### src/rtl/fsm_experiment_seq.sv
// Experiment sequencer: arm on start, wait for the function-generator edge,
// fire N staggered maskable detonation pulses, wait for the wire break,
// then drive the detector trigger until the detector reports ready.
// Every interval is counted in clock cycles by one shared counter.
module fsm_experiment_seq #(
  parameter int          N_CHANNELS   = 4,
  parameter int          CNT_W        = 32,
  parameter int unsigned FG_DELAY     = 400000,
  parameter int unsigned DET_WIDTH    = 50,
  parameter int unsigned CH_STAGGER   = 0,
  parameter int unsigned WIRE_TIMEOUT = 1000000,
  parameter int unsigned TRIG_DELAY   = 0,
  parameter int unsigned DET_TIMEOUT  = 500
) (
  input  logic                  clock,
  input  logic                  reset_n,
  input  logic                  start_signal,
  input  logic                  fg_signal,
  input  logic                  wire_signal,
  input  logic                  detector_ready,
  input  logic [N_CHANNELS-1:0] channel_mask,
  input  logic                  abort,
  input  logic                  clear_fault,
  output logic [N_CHANNELS-1:0] detonation_signal,
  output logic                  output_trigger,
  output logic                  busy,
  output logic                  done,
  output logic                  det_timeout,
  output logic [1:0]            fault_code
);

  typedef enum logic [3:0] {
    S_IDLE,
    S_ARMED,
    S_FG_WAIT,
    S_DETONATE,
    S_WIRE_WAIT,
    S_TRIG_DELAY,
    S_TRIGGER,
    S_FINISHED,
    S_FAULT
  } state_t;

  typedef enum logic [1:0] {
    FAULT_NONE  = 2'd0,
    FAULT_ABORT = 2'd1,
    FAULT_WIRE  = 2'd2,
    FAULT_MASK  = 2'd3
  } fault_t;

  // Total DETONATE length: last channel's start offset plus one pulse width.
  localparam int unsigned DET_LEN = (N_CHANNELS - 1) * CH_STAGGER + DET_WIDTH;

  // Limits widened by one bit so they compare directly against cnt + 1.
  localparam logic [CNT_W:0] FG_LIM   = (CNT_W+1)'(FG_DELAY);
  localparam logic [CNT_W:0] DET_LIM  = (CNT_W+1)'(DET_LEN);
  localparam logic [CNT_W:0] PULSE_W  = (CNT_W+1)'(DET_WIDTH);
  localparam logic [CNT_W:0] WIRE_LIM = (CNT_W+1)'(WIRE_TIMEOUT);
  localparam logic [CNT_W:0] TRIG_LIM = (CNT_W+1)'(TRIG_DELAY);
  localparam logic [CNT_W:0] DTO_LIM  = (CNT_W+1)'(DET_TIMEOUT);
  localparam logic [CNT_W:0] CNT_ONE  = (CNT_W+1)'(1);

  state_t                  state;
  logic [CNT_W-1:0]        cnt;
  logic [CNT_W:0]          cnt_inc;
  logic [N_CHANNELS-1:0]   mask_q;

  logic fg_s1, fg_s2, fg_d;
  logic wire_s1, wire_s2, wire_d;
  logic rdy_s1, rdy_s2;
  logic fg_edge, wire_edge;

  // Channel k is on while mask[k] and k*CH_STAGGER <= t < k*CH_STAGGER + DET_WIDTH.
  function automatic logic [N_CHANNELS-1:0] chan_on(
    input logic [N_CHANNELS-1:0] m,
    input logic [CNT_W:0]        t
  );
    logic [CNT_W:0] lo;
    chan_on = '0;
    for (int k = 0; k < N_CHANNELS; k++) begin
      lo = (CNT_W+1)'(k * CH_STAGGER);
      chan_on[k] = m[k] && (t >= lo) && (t < lo + PULSE_W);
    end
  endfunction

  // The counter's next value, one bit wider so "count + 1 >= limit" never wraps.
  assign cnt_inc = {1'b0, cnt} + CNT_ONE;

  assign fg_edge   = fg_s2 & ~fg_d;
  assign wire_edge = wire_s2 & ~wire_d;
  assign busy      = (state != S_IDLE) && (state != S_FAULT);

  // Two-flop synchronisers for the asynchronous pins plus edge-detect delay flops.
  // NOTE: synchroniser flops are reset too, so no stale edge is seen right after reset.
  always_ff @(posedge clock or negedge reset_n) begin
    if (!reset_n) begin
      fg_s1   <= 1'b0;
      fg_s2   <= 1'b0;
      fg_d    <= 1'b0;
      wire_s1 <= 1'b0;
      wire_s2 <= 1'b0;
      wire_d  <= 1'b0;
      rdy_s1  <= 1'b0;
      rdy_s2  <= 1'b0;
    end else begin
      fg_s1   <= fg_signal;
      fg_s2   <= fg_s1;
      fg_d    <= fg_s2;
      wire_s1 <= wire_signal;
      wire_s2 <= wire_s1;
      wire_d  <= wire_s2;
      rdy_s1  <= detector_ready;
      rdy_s2  <= rdy_s1;
    end
  end

  // Sequencer FSM with registered outputs; abort overrides every other transition.
  // NOTE: all state and outputs use non-blocking assignments so every branch sees
  // the pre-edge values of cnt, state and mask_q.
  always_ff @(posedge clock or negedge reset_n) begin
    if (!reset_n) begin
      state             <= S_IDLE;
      cnt               <= '0;
      mask_q            <= '0;
      detonation_signal <= '0;
      output_trigger    <= 1'b0;
      done              <= 1'b0;
      det_timeout       <= 1'b0;
      fault_code        <= FAULT_NONE;
    end else begin
      done <= 1'b0;
      if (abort && busy) begin
        state             <= S_FAULT;
        cnt               <= '0;
        detonation_signal <= '0;
        output_trigger    <= 1'b0;
        fault_code        <= FAULT_ABORT;
      end else begin
        unique case (state)
          S_IDLE: begin
            if (start_signal) begin
              state       <= S_ARMED;
              mask_q      <= channel_mask;
              det_timeout <= 1'b0;
              cnt         <= '0;
            end
          end

          S_ARMED: begin
            if (fg_edge) begin
              state <= S_FG_WAIT;
              cnt   <= '0;
            end
          end

          S_FG_WAIT: begin
            if (cnt_inc >= FG_LIM) begin
              cnt <= '0;
              if (mask_q == '0) begin
                state      <= S_FAULT;
                fault_code <= FAULT_MASK;
              end else begin
                state             <= S_DETONATE;
                detonation_signal <= chan_on(mask_q, '0);
              end
            end else begin
              cnt <= cnt_inc[CNT_W-1:0];
            end
          end

          S_DETONATE: begin
            if (cnt_inc >= DET_LIM) begin
              state             <= S_WIRE_WAIT;
              cnt               <= '0;
              detonation_signal <= '0;
            end else begin
              cnt               <= cnt_inc[CNT_W-1:0];
              detonation_signal <= chan_on(mask_q, cnt_inc);
            end
          end

          S_WIRE_WAIT: begin
            if (wire_edge) begin
              cnt <= '0;
              if (TRIG_DELAY == 0) begin
                state          <= S_TRIGGER;
                output_trigger <= 1'b1;
              end else begin
                state <= S_TRIG_DELAY;
              end
            end else if (cnt_inc >= WIRE_LIM) begin
              state      <= S_FAULT;
              cnt        <= '0;
              fault_code <= FAULT_WIRE;
            end else begin
              cnt <= cnt_inc[CNT_W-1:0];
            end
          end

          S_TRIG_DELAY: begin
            if (cnt_inc >= TRIG_LIM) begin
              state          <= S_TRIGGER;
              cnt            <= '0;
              output_trigger <= 1'b1;
            end else begin
              cnt <= cnt_inc[CNT_W-1:0];
            end
          end

          S_TRIGGER: begin
            if (rdy_s2) begin
              state          <= S_FINISHED;
              cnt            <= '0;
              output_trigger <= 1'b0;
              done           <= 1'b1;
            end else if (cnt_inc >= DTO_LIM) begin
              state          <= S_FINISHED;
              cnt            <= '0;
              output_trigger <= 1'b0;
              done           <= 1'b1;
              det_timeout    <= 1'b1;
            end else begin
              cnt <= cnt_inc[CNT_W-1:0];
            end
          end

          S_FINISHED: begin
            state <= S_IDLE;
          end

          S_FAULT: begin
            detonation_signal <= '0;
            output_trigger    <= 1'b0;
            if (clear_fault) begin
              state      <= S_IDLE;
              fault_code <= FAULT_NONE;
            end
          end

          default: begin
            state <= S_IDLE;
            cnt   <= '0;
          end
        endcase
      end
    end
  end

endmodule
### config.mk
export PLATFORM = sky130hd
export DESIGN_NAME = fsm_experiment_seq
export DESIGN_NICKNAME = d
export VERILOG_FILES = /design/src/rtl/fsm_experiment_seq.sv
export SDC_FILE = /design/constraint.sdc
export NUM_CORES = 1
export LEC_CHECK = 0
export CORE_MARGIN = 1
export CORE_UTILIZATION = 55
export CTS_CLUSTER_SIZE = 30
export DETAILED_ROUTE_END_ITERATION = 8
export GPL_TIMING_DRIVEN = 0
export PLACE_DENSITY = 0.74
export REMOVE_ABC_BUFFERS = 1
export SLEW_MARGIN = 20
export SYNTH_ARGS = -nofsm -noshare
export SYNTH_HDL_FRONTEND = slang
export SYNTH_SLANG_ARGS = --single-unit
### constraint.sdc
create_clock -name clock -period 3.6 [get_ports clock]
set_clock_uncertainty 0.2 [all_clocks]
set_input_delay 1.08 -clock clock [delete_from_list [all_inputs] [get_ports clock]]
set_output_delay 1.08 -clock clock [all_outputs]
set_load 0.005 [all_outputs]
* Word level (Yosys, flattened, before mapping)
Cells that the tools add are included.
Storage, ports and cells: register bits after elaboration 57, input bits 12
Operators by class: reductions and logical operators 25, $lt $le $gt $ge 6, bitwise logic cells 5, $add $sub $neg 1, equal/unequal tests 26, mux-type cells 50
Operators with widths (count):
- two-way mux 32 bit | 10
- one-hot mux 32 bit (8 select lines) | 1
- two-way mux 4 bit | 16
- adder 32 x 1 -> 33 bit (second input constant) | 1
- greater-or-equal comparator 33 x 1 -> 1 bit (second input constant) | 1
- greater-or-equal comparator 33 x 19 -> 1 bit (second input constant) | 1
- greater-or-equal comparator 33 x 20 -> 1 bit (second input constant) | 1
- greater-or-equal comparator 33 x 6 -> 1 bit (second input constant) | 1
- greater-or-equal comparator 33 x 9 -> 1 bit (second input constant) | 1
- < comparator 33 x 6 -> 1 bit (second input constant) | 1
- inequality test 3 bit (second input constant) | 11
- one-hot mux 4 bit (8 select lines) | 1
- == test 4 x 3 -> 1 bit (second input constant) | 4
- two-way mux 1 bit | 12
- two-way mux 2 bit | 6
- inequality test 4 bit (second input constant) | 3
- one-hot mux 4 bit (3 select lines) | 1
- nonzero test 4 bit | 3
- logical AND 1 bit | 10
- AND reduction 3 bit | 3
- == test 4 x 2 -> 1 bit (second input constant) | 2
- logical NOT 4 bit | 2
- AND reduction 8 bit | 1
- inequality test 2 bit (second input constant) | 3
- 14 further kinds | 17

* Depth between registers and ports, before layout
depth in word-level cells 7, gate-level depth with buffers 12, depth with buffers taken out 10

* Worst setup path after synthesis
No wires, ideal clock.
path type register -> register, from register cnt[0], to register state[0], arrival 3.312 ns, data required time 3.275 ns, library setup time 0.125 ns, cell stages (with the launch flop) 13, slack -0.038 ns, path through dfrtp_1 > ha_1 > nand3_2 > or4_1 > clkbuf_1 > nor3_1 > mux2_2 > a2111o_1 > or4b_1 > o221ai_2 > buf_4 > nand4b_1 > nand3_1
Between the ends: longest elaborated chain between the ends 4, elaborated cells on any way between the ends 12, those cells by class add/sub (1); order compare (5); eq/ne (5); reduce/logical (1)
Ends and longest elaborated chain:
- start, declared | line 64 | logic [CNT_W-1:0] cnt;
- start signal, assigned | line 167 | cnt <= cnt_inc[CNT_W-1:0];
- start signal, assigned | line 177 | cnt <= cnt_inc[CNT_W-1:0];
- start signal, assigned | line 196 | cnt <= cnt_inc[CNT_W-1:0];
- adder 32 x 1 -> 33 bit (*) | line 87 | assign cnt_inc = {1'b0, cnt} + CNT_ONE;
- greater-or-equal comparator 33 x 20 -> 1 bit (tied with other cells) | line 191 | end else if (cnt_inc >= WIRE_LIM) begin
- inequality test 4 bit (no source line) / inequality test 3 bit (equally long branches)
- AND reduction 8 bit (no source line) (*)
- end signal, assigned | line 189 | state <= S_TRIG_DELAY;
- end signal, assigned | line 192 | state <= S_FAULT;
- end signal, assigned | line 202 | state <= S_TRIGGER;
- end, declared | line 63 | state_t state;
Every way passes the cells marked *; elsewhere a longest branch is shown, timed or not. A chain may end at the register's enable or synchronous reset.

* Worst setup path after layout
from register cnt[1], to register cnt[2]
Between the ends: longest elaborated chain between the ends 6, elaborated cells on any way between the ends 15, those cells by class add/sub (1); order compare (5); mux (9)
Ends and longest elaborated chain:
- adder 32 x 1 -> 33 bit (*) | line 87
- greater-or-equal comparator 33 x 9 -> 1 bit / greater-or-equal comparator 33 x 20 -> 1 bit (equally long branches) | line 216, 191
- two-way mux 32 bit (on tied branches) | line 216, 191
- two-way mux 32 bit (on tied branches) | line 211, 183
- one-hot mux 32 bit (8 select lines) (*) | line 139 | unique case (state)
- two-way mux 32 bit (*) | line 132 | if (abort && busy) begin
Marks and branches as above.

==> impl_results.rst <==
.. list-table::
   :header-rows: 1

   * - Metric
     - Value
   * - Signed area change from the synthesized netlist to the final layout
     - 21.2%
   * - Net switching share of the total power
     - 0.375
   * - Final hold violations
     - 0
   * - Average cell area after synthesis
     - 8.17 µm²
   * - Comb pwr share
     - 0.376
   * - Final nets
     - 516
   * - VDD IR-drop max
     - 0.375 mV
   * - Synth top area share
     - 0.369
   * - First-pass GRT wire length
     - 16700 µm
   * - Core box area
     - 6790 µm²
   * - Number of distinct library cells after synthesis
     - 66
   * - Peak clock frequency supported by timing
     - 0.285 GHz
   * - Fraction of final layout cells with drive strength greater than 1
     - 0.204
   * - Cells traversed along the worst timing path
     - ha_4 -> nand3_4 -> or4_4 -> nor3_2 -> mux2_2 -> a2111o_1 -> or4b_4 -> o221ai_4 -> buf_6 -> nand4b_1 -> nand3_1
   * - Hold crit path type
     - flip-flop to flip-flop
   * - Number of fillers in the final layout
     - 551
   * - Number of global-route vias before repair
     - 3465
   * - Share of the synthesized area in compound gates (AO/OA/AOI/OAI)
     - 0.179
   * - HPWL Detailed
     - 6350 µm
   * - Quantity of I/O buffers inserted on ports
     - 21
   * - Inserted Diodes
     - 0
   * - Power density relative to cell area
     - 468 nW/µm²
   * - Share of total power in the clock network
     - 0.252
   * - Parity-gate share of the synthesized area counting xor and xnor cells
     - 0.0227
   * - TritonCTS clock tree
     - done
   * - Async set or reset register ratio after synthesis
     - 1.00
   * - Sequential area share after synthesis
     - 0.369
   * - Die width
     - 85.8 µm
   * - Count of hold buffers inserted by post-cts repair
     - 0
   * - Routability congestion estimate from global placement
     - 0.957
   * - Synthesized flop and latch total
     - 57
   * - Cell-internal power
     - 1.37 mW
   * - Synth top area cells
     - sky130_fd_sc_hd__dfrtp_1 (37%), sky130_fd_sc_hd__nand2_1 (5.9%), sky130_fd_sc_hd__nor3_1 (3.6%)
   * - Sequential share of power
     - 0.373
   * - Result of the run
     - finished, final reports clean
   * - Fraction of the mapped netlist area in simple logic gates
     - 0.344
   * - Final core area utilization
     - 0.690
   * - Number of sinks driven by the clock tree
     - 57
   * - Largest area contributor in the synthesized netlist
     - sky130_fd_sc_hd__dfrtp_1
   * - Final critical delay including setup and external delays
     - 3.51 ns
   * - CP arrival
     - 3.57 ns
   * - Clock tree buffer depth
     - 2
   * - Final total power
     - 2.19 mW
   * - Root cell of the clock tree
     - sky130_fd_sc_hd__clkbuf_8
   * - Slew at the pin with the worst max-slew slack
     - 0.892 ns
   * - Warnings, synthesis
     - 0
   * - Clock Pin Slew Worst Setup and Hold Paths
     - 0.07 ns
   * - Antenna violations before repair
     - 0
   * - Post-synthesis share of cell area spent on full adders, half adders and majority gates
     - 0.00648
   * - Total standard cell area after synthesis
     - 3860 µm²
   * - Via total after detailed routing
     - 3816
   * - Starting density of the core
     - 0.569
   * - Net Sw Power
     - 0.821 mW
   * - Classification of the worst setup path
     - flip-flop to flip-flop
   * - Reported max-cap violation count
     - 0
   * - Final Cell Area
     - 4680 µm²
   * - Top flip-flop cell by instance count after synthesis
     - sky130_fd_sc_hd__dfrtp_1
   * - Slowest cell delay on critical path
     - 0.59 ns
   * - Final Max Tran Viols
     - 0
   * - Final routed wire length divided by cell count
     - 17.2 µm
   * - Count of flip-flops with a built-in enable after synthesis
     - 0
   * - Standard-cell row count
     - 30
   * - Number of remaining DRC errors
     - 0
   * - Cell count after synthesis
     - 473
   * - Fraction of synthesized area in multiplexers
     - 0.0256
   * - CTS H-tree lvls
     - 3
   * - Crit-path slowest cell
     - sky130_fd_sc_hd__or4b_4
   * - Worst-skew pair later-pin latency
     - 0.34 ns
   * - Data required time at the worst endpoint
     - 3.67 ns
   * - CP max FO
     - 6
   * - Global-route total usage across every layer
     - 0.290
   * - Number of buffers created by CTS
     - 9
   * - Pin count of the biggest net entering global routing
     - 58
   * - Post-detailed-placement cell area
     - 4060 µm²
   * - Average vias per placed instance
     - 6.34
   * - Slew headroom
     - 0.400
   * - I/O pin total
     - 22
   * - Number of antenna-violating nets in the routed design
     - 0
   * - Combinational family with the most area after synthesis
     - simple AND/OR/NAND/NOR gates
   * - Startpoint type of the worst setup path
     - flip-flop
   * - Tcrit/Tclk final
     - 0.974
   * - DRT Pass-1 Iters
     - 5
   * - Reported leakage power
     - 1.96 nW
   * - Final setup vio count
     - 0
   * - Final routed wirelength across all metal layers
     - 10400 µm
   * - Kind of end point of the critical path
     - flip-flop
   * - 1st-iter DRT viols
     - 326
   * - Total global routing overflow
     - 0
   * - Chip Height
     - 85.8 µm
   * - Die outline area
     - 7360 µm²
==> stage by stage <==
stage | TNS [ns] | hold slack [ns] | setup WS, ns | std cells
after floorplan | -6.77 | 0.131 | -0.359 | 435
after global placement | -78.02 | 0.133 | -1.24 | 552
after detailed placement | -30.57 | 0.140 | -1.33 | 553
after CTS | 0 | 0.154 | 0.0258 | 583
after global routing | -0.0510 | 0.159 | -0.0257 | 602
final | 0 | 0.150 | 0.0923 | 602
==> worst paths after layout <==
path | startpoint | to | slack, ns | depth (start not counted)
setup / recovery | cnt[1]$_DFFE_PN0P_ | cnt[2]$_DFFE_PN0P_ | 0.09 | 11
hold / removal | wire_s1$_DFF_PN0_ | wire_s2$_DFF_PN0_ | 0.15 | 0
setup reg to reg | cnt[1]$_DFFE_PN0P_ | cnt[2]$_DFFE_PN0P_ | 0.09 | 11
hold reg to reg | wire_s1$_DFF_PN0_ | wire_s2$_DFF_PN0_ | 0.15 | 0
max in group asynchronous | reset_n | cnt[2]$_DFFE_PN0P_ | 2.09 | 1
min in group asynchronous | reset_n | cnt[10]$_DFFE_PN0P_ | 0.60 | 1
==> layout by cell type, fill, tap and decap left out, types with 3 or more instances in the layout <==
cell	n
sky130_fd_sc_hd__nor2_1	30
sky130_fd_sc_hd__and2_1	18
sky130_fd_sc_hd__nand2_1	60
sky130_fd_sc_hd__a211oi_1	3
sky130_fd_sc_hd__nand2b_1	3
sky130_fd_sc_hd__o2111ai_1	3
sky130_fd_sc_hd__clkdlybuf4s50_1	20
sky130_fd_sc_hd__xor2_1	4
sky130_fd_sc_hd__o31ai_1	3
sky130_fd_sc_hd__xnor2_1	6
sky130_fd_sc_hd__o21a_1	6
sky130_fd_sc_hd__o31a_1	4
sky130_fd_sc_hd__buf_4	31
sky130_fd_sc_hd__o21ai_0	23
sky130_fd_sc_hd__and4_1	3
sky130_fd_sc_hd__a21boi_0	3
sky130_fd_sc_hd__nor3_2	3
sky130_fd_sc_hd__o211ai_1	3
sky130_fd_sc_hd__and3_1	18
sky130_fd_sc_hd__nand4b_1	5
sky130_fd_sc_hd__a22o_1	4
sky130_fd_sc_hd__dfrtp_2	16
sky130_fd_sc_hd__nand3_1	24
sky130_fd_sc_hd__inv_1	10
sky130_fd_sc_hd__nor3_1	25
sky130_fd_sc_hd__or4_1	4
sky130_fd_sc_hd__mux2_2	7
sky130_fd_sc_hd__dfrtp_1	41
sky130_fd_sc_hd__a21oi_1	17
sky130_fd_sc_hd__nor4_1	7
sky130_fd_sc_hd__o21ai_1	6
sky130_fd_sc_hd__clkbuf_8	12
sky130_fd_sc_hd__or3_1	8
sky130_fd_sc_hd__nand4_1	10
sky130_fd_sc_hd__nor2b_1	3
==> cell families (layout without fill, tap and decap cells) <==
family / Yosys count / after routing
mux: 9 / 9
flops: 57 / 57
fa+ha+maj: 2 / 2
compound gates: 102 / 103
buf+inv: 48 / 80
simple gates: 245 / 245
xor+xnor: 10 / 10
==> routing by layer <==
metal	up-vias	wire [µm]	track usage
met1	1849	4630	0.390
li1	1803	-	-
met3	21	628	0.0645
met5	-	0	0
met2	143	4890	0.455
met4	0	218	0.120
==> power by group through the flow <==
| stage | clock network [mW] | logic (mW) | registers, mW |
|---|---|---|---|
| after global placement | 0 | 0.623 | 0.823 |
| final | 0.551 | 0.823 | 0.816 |
| after floorplan | 0 | 0.412 | 0.800 |
| after CTS | 0.560 | 0.792 | 0.813 |
| after detailed placement | 0 | 0.716 | 0.826 |
| after global routing | 0.592 | 0.890 | 0.829 |
==> state kept, by name, indices dropped and copies added, names as in the netlist, 2 cells and up <==
name               count
cnt                   32
detonation_signal      4
fault_code             2
mask_q                 4
state                  4
==> critical path, delay by kind of cell, from the launching register on <==
| kind | cells | cell delay (ns) |
|---|---|---|
| AO/OA/AOI/OAI | 2 | 0.51 |
| adder cells (fa/ha/maj) | 1 | 0.19 |
| buffers and inverters | 1 | 0.16 |
| flip-flops | 1 | 0.41 |
| multiplexers | 1 | 0.37 |
| AND/OR/NAND/NOR | 6 | 1.61 |
==> cells in the mapped netlist, types with 3 or more instances <==
| master | number |
|---|---|
| sky130_fd_sc_hd__or4_1 | 5 |
| sky130_fd_sc_hd__a22o_1 | 4 |
| sky130_fd_sc_hd__nand4b_1 | 5 |
| sky130_fd_sc_hd__a21boi_0 | 3 |
| sky130_fd_sc_hd__a21oi_1 | 17 |
| sky130_fd_sc_hd__and4_1 | 5 |
| sky130_fd_sc_hd__and2_1 | 18 |
| sky130_fd_sc_hd__o21ai_1 | 3 |
| sky130_fd_sc_hd__nand3_1 | 24 |
| sky130_fd_sc_hd__xnor2_1 | 6 |
| sky130_fd_sc_hd__nor4_1 | 9 |
| sky130_fd_sc_hd__nand2_1 | 61 |
| sky130_fd_sc_hd__o31ai_1 | 4 |
| sky130_fd_sc_hd__o2111ai_1 | 3 |
| sky130_fd_sc_hd__o31a_1 | 4 |
| sky130_fd_sc_hd__inv_1 | 10 |
| sky130_fd_sc_hd__buf_4 | 3 |
| sky130_fd_sc_hd__nand2b_1 | 3 |
| sky130_fd_sc_hd__nor2_1 | 32 |
| sky130_fd_sc_hd__and3_1 | 18 |
| sky130_fd_sc_hd__o21a_1 | 6 |
| sky130_fd_sc_hd__nor2b_1 | 3 |
| sky130_fd_sc_hd__nand4_1 | 10 |
| sky130_fd_sc_hd__xor2_1 | 4 |
| sky130_fd_sc_hd__nor3_1 | 28 |
| sky130_fd_sc_hd__or3_1 | 9 |
| sky130_fd_sc_hd__a211oi_1 | 3 |
| sky130_fd_sc_hd__dfrtp_1 | 57 |
| sky130_fd_sc_hd__buf_2 | 10 |
| sky130_fd_sc_hd__o21ai_0 | 27 |
| sky130_fd_sc_hd__clkbuf_1 | 22 |
| sky130_fd_sc_hd__mux2_2 | 7 |
| sky130_fd_sc_hd__o211ai_1 | 3 |
==> area by class of cell <==
class | instances | area, µm² | share of cell area
clock buffer | 13 | 169 | 0.0361
clock inverter | 2 | 12.5 | 0.00267
inverter | 10 | 37.5 | 0.00801
multi-input combinational | 369 | 2400 | 0.513
sequential | 57 | 1450 | 0.309
tap | 96 | 120 | 0.0256
timing repair buffer | 55 | 495 | 0.106
==> timing repair <==
item	in CTS	in global routing
setup buffers	14	19
gates cloned	1	0
hold endpoints to repair	0	0
gates resized for setup	28	21
pin swaps	5	9
setup endpoints to repair	33	30
(Power assumes the default switching activity.)
